`src/rtl/ifetch_unit_pkg.sv`:
```
// Shared definitions for the instruction-fetch stage: FSM encodings, reset PC,
// exception codes for the CP0 side and the fetch-timeout default.
package ifetch_unit_pkg;

    localparam logic [1:0] ST_IDLE  = 2'd0;
    localparam logic [1:0] ST_REQ   = 2'd1;
    localparam logic [1:0] ST_DONE  = 2'd2;
    localparam logic [1:0] ST_FAULT = 2'd3;

    localparam logic [31:0] RESET_PC_DEFAULT       = 32'hBFC0_0000;
    localparam int unsigned TIMEOUT_CYCLES_DEFAULT = 255;

    localparam logic [4:0] EXC_ADEL = 5'd4;
    localparam logic [4:0] EXC_IBE  = 5'd6;

    typedef enum logic {
        CAUSE_ADEL = 1'b0,
        CAUSE_IBE  = 1'b1
    } fault_cause_e;

    function automatic logic is_misaligned(input logic [31:0] addr);
        return addr[1:0] != 2'b00;
    endfunction

    function automatic logic [4:0] exc_code(input fault_cause_e cause);
        return (cause == CAUSE_ADEL) ? EXC_ADEL : EXC_IBE;
    endfunction

endpackage

```
`src/rtl/fetch_timeout_ctr.sv`:
```
// REQ-phase watchdog for ifetch_unit: counts REQ cycles without an ack and
// flags the cycle on which the limit is reached. Exists only with FETCH_TIMEOUT_EN.
`ifdef FETCH_TIMEOUT_EN
module fetch_timeout_ctr
    import ifetch_unit_pkg::*;
#(
    parameter int unsigned TIMEOUT_CYCLES = TIMEOUT_CYCLES_DEFAULT
) (
    input  logic clk,
    input  logic reset_n,
    input  logic in_req,
    input  logic ack,
    output logic expired
);

    localparam logic [7:0] LAST_CNT = 8'(TIMEOUT_CYCLES - 1);

    logic [7:0] cnt_q;
    logic [7:0] cnt_d;

    // Held at zero outside REQ so every REQ entry starts a fresh count.
    always_comb begin
        cnt_d = cnt_q;
        if (!in_req) begin
            cnt_d = '0;
        end else if (!ack) begin
            cnt_d = cnt_q + 8'd1;
        end
    end

    always_ff @(posedge clk) begin
        if (!reset_n) begin
            cnt_q <= '0;
        end else begin
            cnt_q <= cnt_d;
        end
    end

    assign expired = in_req && (cnt_q == LAST_CNT);

endmodule
`endif

```
`src/rtl/ifetch_unit.sv`:
```
// Multicycle instruction fetch: latches PC, runs one outstanding memory read,
// fills IR and reports AdEL/IBE faults. Optional REQ timeout via FETCH_TIMEOUT_EN.
module ifetch_unit
    import ifetch_unit_pkg::*;
#(
    parameter logic [31:0] RESET_PC = RESET_PC_DEFAULT
`ifdef FETCH_TIMEOUT_EN
    ,
    parameter int unsigned TIMEOUT_CYCLES = TIMEOUT_CYCLES_DEFAULT
`endif
) (
    input  logic        Clk,
    input  logic        reset_n,
    input  logic [31:0] PC_in,
    input  logic        fetch_start,
    input  logic        flush,
    output logic [31:0] mem_addr,
    output logic        mem_req,
    input  logic        mem_ack,
    input  logic [31:0] mem_rdata,
    input  logic        mem_err,
    output logic [31:0] IR,
    output logic [31:0] PC4,
    output logic        ir_valid,
    output logic        adel,
    output logic        ibe,
    output logic [31:0] BadVAddr,
    output logic        busy
);

    logic [1:0]   state_q,    state_d;
    logic [31:0]  pc_q,       pc_d;
    logic [31:0]  ir_q,       ir_d;
    logic [31:0]  badvaddr_q, badvaddr_d;
    logic         drop_q,     drop_d;
    fault_cause_e cause_q,    cause_d;
    logic         timeout_hit;
    logic         discard;

`ifdef FETCH_TIMEOUT_EN
    fetch_timeout_ctr #(
        .TIMEOUT_CYCLES(TIMEOUT_CYCLES)
    ) u_timeout (
        .clk     (Clk),
        .reset_n (reset_n),
        .in_req  (state_q == ST_REQ),
        .ack     (mem_ack),
        .expired (timeout_hit)
    );
`else
    assign timeout_hit = 1'b0;
`endif

    // A same-cycle flush counts as an earlier one: the response is thrown away.
    assign discard = drop_q || flush;

    always_comb begin
        state_d    = state_q;
        pc_d       = pc_q;
        ir_d       = ir_q;
        badvaddr_d = badvaddr_q;
        drop_d     = drop_q;
        cause_d    = cause_q;
        case (state_q)
            ST_IDLE: begin
                if (fetch_start && !flush) begin
                    pc_d   = PC_in;
                    drop_d = 1'b0;
                    if (is_misaligned(PC_in)) begin
                        badvaddr_d = PC_in;
                        cause_d    = CAUSE_ADEL;
                        state_d    = ST_FAULT;
                    end else begin
                        state_d = ST_REQ;
                    end
                end
            end
            ST_REQ: begin
                if (mem_ack) begin
                    drop_d = 1'b0;
                    if (discard) begin
                        state_d = ST_IDLE;
                    end else if (mem_err) begin
                        badvaddr_d = pc_q;
                        cause_d    = CAUSE_IBE;
                        state_d    = ST_FAULT;
                    end else begin
                        ir_d    = mem_rdata;
                        state_d = ST_DONE;
                    end
                end else if (timeout_hit) begin
                    drop_d = 1'b0;
                    if (discard) begin
                        state_d = ST_IDLE;
                    end else begin
                        badvaddr_d = pc_q;
                        cause_d    = CAUSE_IBE;
                        state_d    = ST_FAULT;
                    end
                end else if (flush) begin
                    drop_d = 1'b1;
                end
            end
            ST_DONE:  state_d = ST_IDLE;
            ST_FAULT: state_d = ST_IDLE;
            default:  state_d = ST_IDLE;
        endcase
    end

    always_ff @(posedge Clk) begin
        if (!reset_n) begin
            state_q    <= ST_IDLE;
            pc_q       <= RESET_PC;
            ir_q       <= '0;
            badvaddr_q <= '0;
            drop_q     <= 1'b0;
            cause_q    <= CAUSE_ADEL;
        end else begin
            state_q    <= state_d;
            pc_q       <= pc_d;
            ir_q       <= ir_d;
            badvaddr_q <= badvaddr_d;
            drop_q     <= drop_d;
            cause_q    <= cause_d;
        end
    end

    assign mem_addr = {pc_q[31:2], 2'b00};
    assign mem_req  = (state_q == ST_REQ);
    assign IR       = ir_q;
    assign PC4      = pc_q + 32'd4;
    assign ir_valid = (state_q == ST_DONE);
    assign adel     = (state_q == ST_FAULT) && (cause_q == CAUSE_ADEL);
    assign ibe      = (state_q == ST_FAULT) && (cause_q == CAUSE_IBE);
    assign BadVAddr = badvaddr_q;
    assign busy     = (state_q != ST_IDLE);

endmodule

```
`config.mk`:
```
export PLATFORM = sky130hd
export DESIGN_NAME = ifetch_unit
export DESIGN_NICKNAME = d
export VERILOG_FILES = /design/src/rtl/ifetch_unit_pkg.sv /design/src/rtl/fetch_timeout_ctr.sv /design/src/rtl/ifetch_unit.sv
export SDC_FILE = /design/constraint.sdc
export NUM_CORES = 1
export LEC_CHECK = 0
export CAP_MARGIN = 20
export CORE_MARGIN = 4
export CORE_UTILIZATION = 43
export DETAILED_ROUTE_END_ITERATION = 8
export PLACE_DENSITY = 0.9
export REMOVE_ABC_BUFFERS = 1
export SYNTH_ARGS = -nofsm -noshare
export SYNTH_HDL_FRONTEND = slang
export SYNTH_SLANG_ARGS = --single-unit
```
`constraint.sdc`:
```
create_clock -name Clk -period 2 [get_ports Clk]
set_input_delay 0.4 -clock Clk [delete_from_list [all_inputs] [get_ports Clk]]
set_output_delay 0.4 -clock Clk [all_outputs]
set_load 0.1 [all_outputs]
```
== Yosys cells after proc, flatten, opt, wreduce, memory -nomap -nowiden ==
Cells that the tools add are included.

* Muxes and demuxes: 22
* Reduce and logical (&&, ||, !) cells: 15
* Equal/unequal tests: 9
* Add/sub/neg operators: 1
* Bitwise operators: 3

{| class="wikitable"
|+ Operator list
! kind !! number
|-
| $mux 32 || 5
|-
| $pmux 32 s2 || 1
|-
| $add 32x3->32 const B || 1
|-
| $mux 1 || 9
|-
| $mux 2 || 4
|-
| $ne 2x2->1 const B || 3
|-
| $pmux 2 s3 || 1
|-
| $reduce_and 6->1 || 1
|-
| $reduce_bool 2->1 || 3
|-
| $eq 2x2->1 const B || 2
|-
| $ne 2x1->1 const B || 2
|-
| $pmux 1 s2 || 2
|-
| $reduce_and 2->1 || 2
|-
| $reduce_and 4->1 || 1
|-
| $logic_and 1x1->1 || 3
|-
| $ne 3x2->1 const B || 1
|-
| $not 1->1 || 3
|-
| $reduce_and 3->1 || 1
|-
| $eq 2x1->1 const B || 1
|-
| $logic_not 2->1 || 1
|-
| $reduce_or 2->1 || 1
|-
| $logic_not 1->1 || 1
|-
| $logic_or 1x1->1 || 1
|}

* Input bits: 70
* Register bits: 100
* Output and inout port bits: 133
* Word-level logic and storage cells: 56

== Logic depth before layout (Yosys ltp) ==
* Depth after elaboration: 4
* Depth in mapped cells: 8
* Gate-level depth less buffers: 5

== Worst setup path after synthesis ==
OpenSTA, ideal clock, no wires.

* Path type: register to output
* From: reg pc_q[16]
* To: out PC4[28]
* Cell stages (with the launch flop): 6
* Path buffers: 1
* Slack: -1915 ps
* Required time: 1600 ps
* Arrival: 3515 ps
* Cell sequence: dfxtp_1 > and4_1 > nand4_1 > buf_2 > nor4_1 > xor2_1

* Word-level cells in the longest chain between the ends: 1

{| class="wikitable"
|+ RTL lines
! item !! RTL line !! RTL
|-
| start: declaration || ifetch_unit.sv:32 || <nowiki>logic [31:0] pc_q, pc_d;</nowiki>
|-
| start signal: assignment || ifetch_unit.sv:120 || <nowiki>pc_q <= pc_d;</nowiki>
|-
| $add 32x3->32 || ifetch_unit.sv:131 || <nowiki>assign PC4 = pc_q + 32'd4;</nowiki>
|-
| end: declaration || ifetch_unit.sv:23 || <nowiki>output logic [31:0] PC4,</nowiki>
|}

Every way passes these cells.

== Worst setup path after layout ==
* From: reg pc_q[15]
* To: out PC4[23]

Same word-level chain as after synthesis.

==> results.md <==
- The flow ran to the end, but the final reports show violations.
- The checks that failed: negative setup slack.
- The area after detailed placement is 7490 um2.
- Relative to the synthesized area, the layout overhead comes to 78.8%.
- Summed over its instances, the top area cell type makes up 42.0% of the synthesized netlist area.
- The clock tree root buffer cell is sky130_fd_sc_hd__clkbuf_8.
- The cell family contributing the most delay on the critical path is buffers and inverters.
- The synthesized netlist contains 44 unique library cells.
- The final period demand of the worst path is 2.67 ns.
- Timing would allow up to 375 MHz.
- The type of destination of the critical path is an output pin.
- The die covers 12800 um2.
- The number of design-rule violations left by the first detailed-router iteration is 434.
- The first detailed-routing pass took 5 iterations.
- Detailed placement ended at an HPWL of 12.2 mm.
- The core area is 10800 um2.
- The layout has 641 filler cells.
- The finished cells cover 8530 um2.
- The buffers plus inverters on the worst setup path is 3.
- The count of yosys warnings during synthesis is 0.
- The required time reported for the critical path endpoint is 1.60 ns.
- In this run the register-to-register setup slack is 0.27 ns.
- The final number of hold-violating endpoints is 0.
- Setup violations remaining at the end of the flow were counted as 23.
- The row count is 38.
- The startpoint of the tightest hold check path is IR[23].
- After the last flow step, the layout net total stands at 888.
- In the global route stage, overall resource usage came out at 26.5%.
- For this run, asynchronously set or reset flops after synthesis account for 0%.
- The most common cell in the synthesized netlist is sky130_fd_sc_hd__nand2_1.
- Dividing the final minimum period by the clock period gives 133%.
- The final worst hold slack is 0.467 ns.
- In the final routed layout, each cell accounts on average for 20.3 um.
- Overall power consumption after layout is estimated at 6.27 mW.
- The first global-routing pass estimated 27.6 mm of wire.
- The total overflow left after global routing is 0.
- The total number of H-tree levels is 3.
- Clock-pin slew was measured on the worst setup and hold paths at 0.10 ns.
- The routed wire length is 19.5 mm.
- The die boundary width is 113 um.
- After clock tree synthesis, the flow added hold-fix buffers numbering 0.
- The summed negative setup slack over all endpoints is -11.33 ns.
- The CTS buffer count is 9.
- The total of flip-flops plus latches after synthesis is 100.
- The mapped netlist covers 4770 um2.
- The worst register-to-register path has a depth of 5.
- The worst hold path terminates at IR[23].
- For this configuration, the core starts out at a cell density of 44.0%.
- The critical path's most frequent cell is sky130_fd_sc_hd__buf_6.
- TritonCTS built the clock tree.
- In this run the deepest clock path goes through 2 buffers.
- The largest single stage delay on the critical path is 0.36 ns.
- The height of the chip is 113 um.
- The type of the tightest min-delay check is reg2reg.
- The count of cells in the finished layout, fillers not included, comes to 962.
- The sequential-to-total area share from yosys stat is 42.0%.
- IR analysis of the VDD net gives a maximum drop of 0.000511 V.
- The number of flops mapped to enable cells by yosys is 0.
- The count of clock tree sinks is 100.
- The endpoint identified for the worst register-to-register timing path is pc_q[22].
- The detailed router placed 5364 vias in this run.
- The category of the critical setup timing path is reg2out.
- The post-route clock skew is 0.0160 ns.
- In this run the worst path has a maximum fanout of 5.
- The pin count of the biggest net entering global routing is 101.
- Ranked by total cell area, the synthesized netlist is headed by sky130_fd_sc_hd__dfxtp_1, sky130_fd_sc_hd__nand2_1, sky130_fd_sc_hd__o211a_1.
- In the synthesized netlist the dominant register cell turns out to be sky130_fd_sc_hd__dfxtp_1.
- The number of global-route vias before repair was 5479.
- Synthesis handed over a netlist of 576 instances.
- The average cell area after synthesis is 8.28 um2.
- The start of the worst register-to-register path is state_q[1].
- The number of antenna diodes in the final layout is 0.
- The placer's final routability congestion estimate is 0.859.
- The layout cell share with drive strength beyond 1 is 37.0%.
- Using the TritonRoute via totals, the vias-per-cell ratio works out to 5.58.
- The number of antenna violations at the first check in global routing came to 0.
- The clock latency of the later-clocked register in the worst-skew pair is 0.37 ns.
- The commonest cells after synthesis are sky130_fd_sc_hd__nand2_1, sky130_fd_sc_hd__dfxtp_1, sky130_fd_sc_hd__a21boi_0.
- In this run the tool buffered the top-level ports with 200 buffer cells.
- Prior to clock tree synthesis, the placed netlist has a worst setup slack of -0.308 ns.
- Counting instances, the worst hold path has a depth of 2.
- For this design the ratio of total power to cell area is 735 nW/um2.
- The cell total after placement is 922.
- The library cell with the largest summed area after synthesis is sky130_fd_sc_hd__dfxtp_1.
- STA classifies the critical path startpoint as a flop.
- For this design the static power due to leakage is 3.99 nW.
- Across all setup checks in the final design, the least slack found is -0.669 ns.
- Walking the worst path, the cells encountered are and4_4 -> nand4_1 -> buf_6 -> buf_6 -> nor3_4 -> xnor2_1 -> bufbuf_16.
- The share of the core filled with cells is 78.6%.
- The detail route stage leaves a number of antenna-violating nets equal to 0.
- The critical path's slowest cell is sky130_fd_sc_hd__bufbuf_16.
- At the worst endpoint, the arrival time is 2.27 ns.
- The number of ports placed on the die boundary is 203.
- The number of maximum-capacitance constraint violations is 0.
- The count of pins over their slew limit was 0.
- After detailed routing, the number of remaining DRC violations is 0.
- Setup repair after global routing could not meet its margin everywhere.
[cells in the final DEF (no fill, tap or decap), drive strengths merged, types with 2 or more instances in the layout]
| cell type | count |
|---|---|
| o211a | 33 |
| o2111ai | 7 |
| xnor2 | 10 |
| inv | 11 |
| nor3b | 4 |
| nor4b | 2 |
| nor4 | 5 |
| nor2 | 11 |
| nor3 | 9 |
| nand2 | 193 |
| o211ai | 2 |
| nand2b | 2 |
| nand4 | 27 |
| a21oi | 2 |
| clkdlybuf4s50 | 68 |
| clkbuf | 17 |
| a21boi | 56 |
| conb | 2 |
| and4 | 5 |
| buf | 204 |
| nand3 | 17 |
| and2 | 2 |
| dfxtp | 100 |
| xor2 | 18 |
[power by group]
part	switching [mW]	internal, mW	leakage, nW
clock network	0.767	0.634	0.105
logic	1.83	0.799	3.06
registers	0.105	2.13	0.824
[final cells by class]
type	count	area, um2	share of cell area [%]
Timing Repair Buffer	279	3150	36.9
Multi-Input combinational cell	419	2940	34.4
Sequential cell	100	2030	23.8
Tap cell	140	175	2.05
Clock buffer	11	141	1.66
Clock inverter	5	65.1	0.763
Inverter	8	31.3	0.367
[registers in the layout, indices dropped and copies added, names as in the netlist]
name      flops
drop_q        1
state_q       2
pc_q         32
cause_q       1
BadVAddr     32
IR           32
[metal layers]
metal  part of all wire, %  GRT usage [%]  up-vias
li1                      -              -     2431
met1                    36           30.3     2552
met2                    52           47.7      288
met3                   6.0           3.85       93
met4                   5.9           13.5        0
met5                     0              0        -
[cells by family after synthesis]
| group | after synthesis | synth area share [%] |
|---|---|---|
| buffers and inverters | 58 | 6.51 |
| AND/OR/NAND/NOR | 284 | 27.3 |
| other | 1 | 0.0786 |
| adder cells (fa/ha/maj) | 1 | 0.262 |
| flip-flops | 100 | 42.0 |
| AO/OA/AOI/OAI | 104 | 18.7 |
| XOR/XNOR | 28 | 5.14 |
[worst register-to-register path, delay by kind of cell (launching register included)]
kind                   cells  cell delay, ns
buffers and inverters      1            0.23
flip-flops                 1            0.38
AND/OR/NAND/NOR            4            0.99
[how the worst max path moves through the flow]
stage	startpoint	endpoint	slack, ns	cells after the start
floorplan	pc_q[16]	PC4[29]	-2.03	4
global placement	pc_q[3]	PC4[29]	-0.27	6
detailed placement	pc_q[3]	PC4[24]	-0.31	7
CTS	pc_q[3]	PC4[27]	-0.53	6
global route	pc_q[15]	PC4[23]	-0.72	7
finish	pc_q[15]	PC4[23]	-0.67	7
[timing repair]
item,CTS,global route
gates resized for setup,53,79
cloned,1,2
buffers inserted,5,17
hold endpoints to repair,0,0
pin swaps,20,38
endpoints found under the setup margin,28,29
No activity file was read; power rests on OpenSTA's default activity.
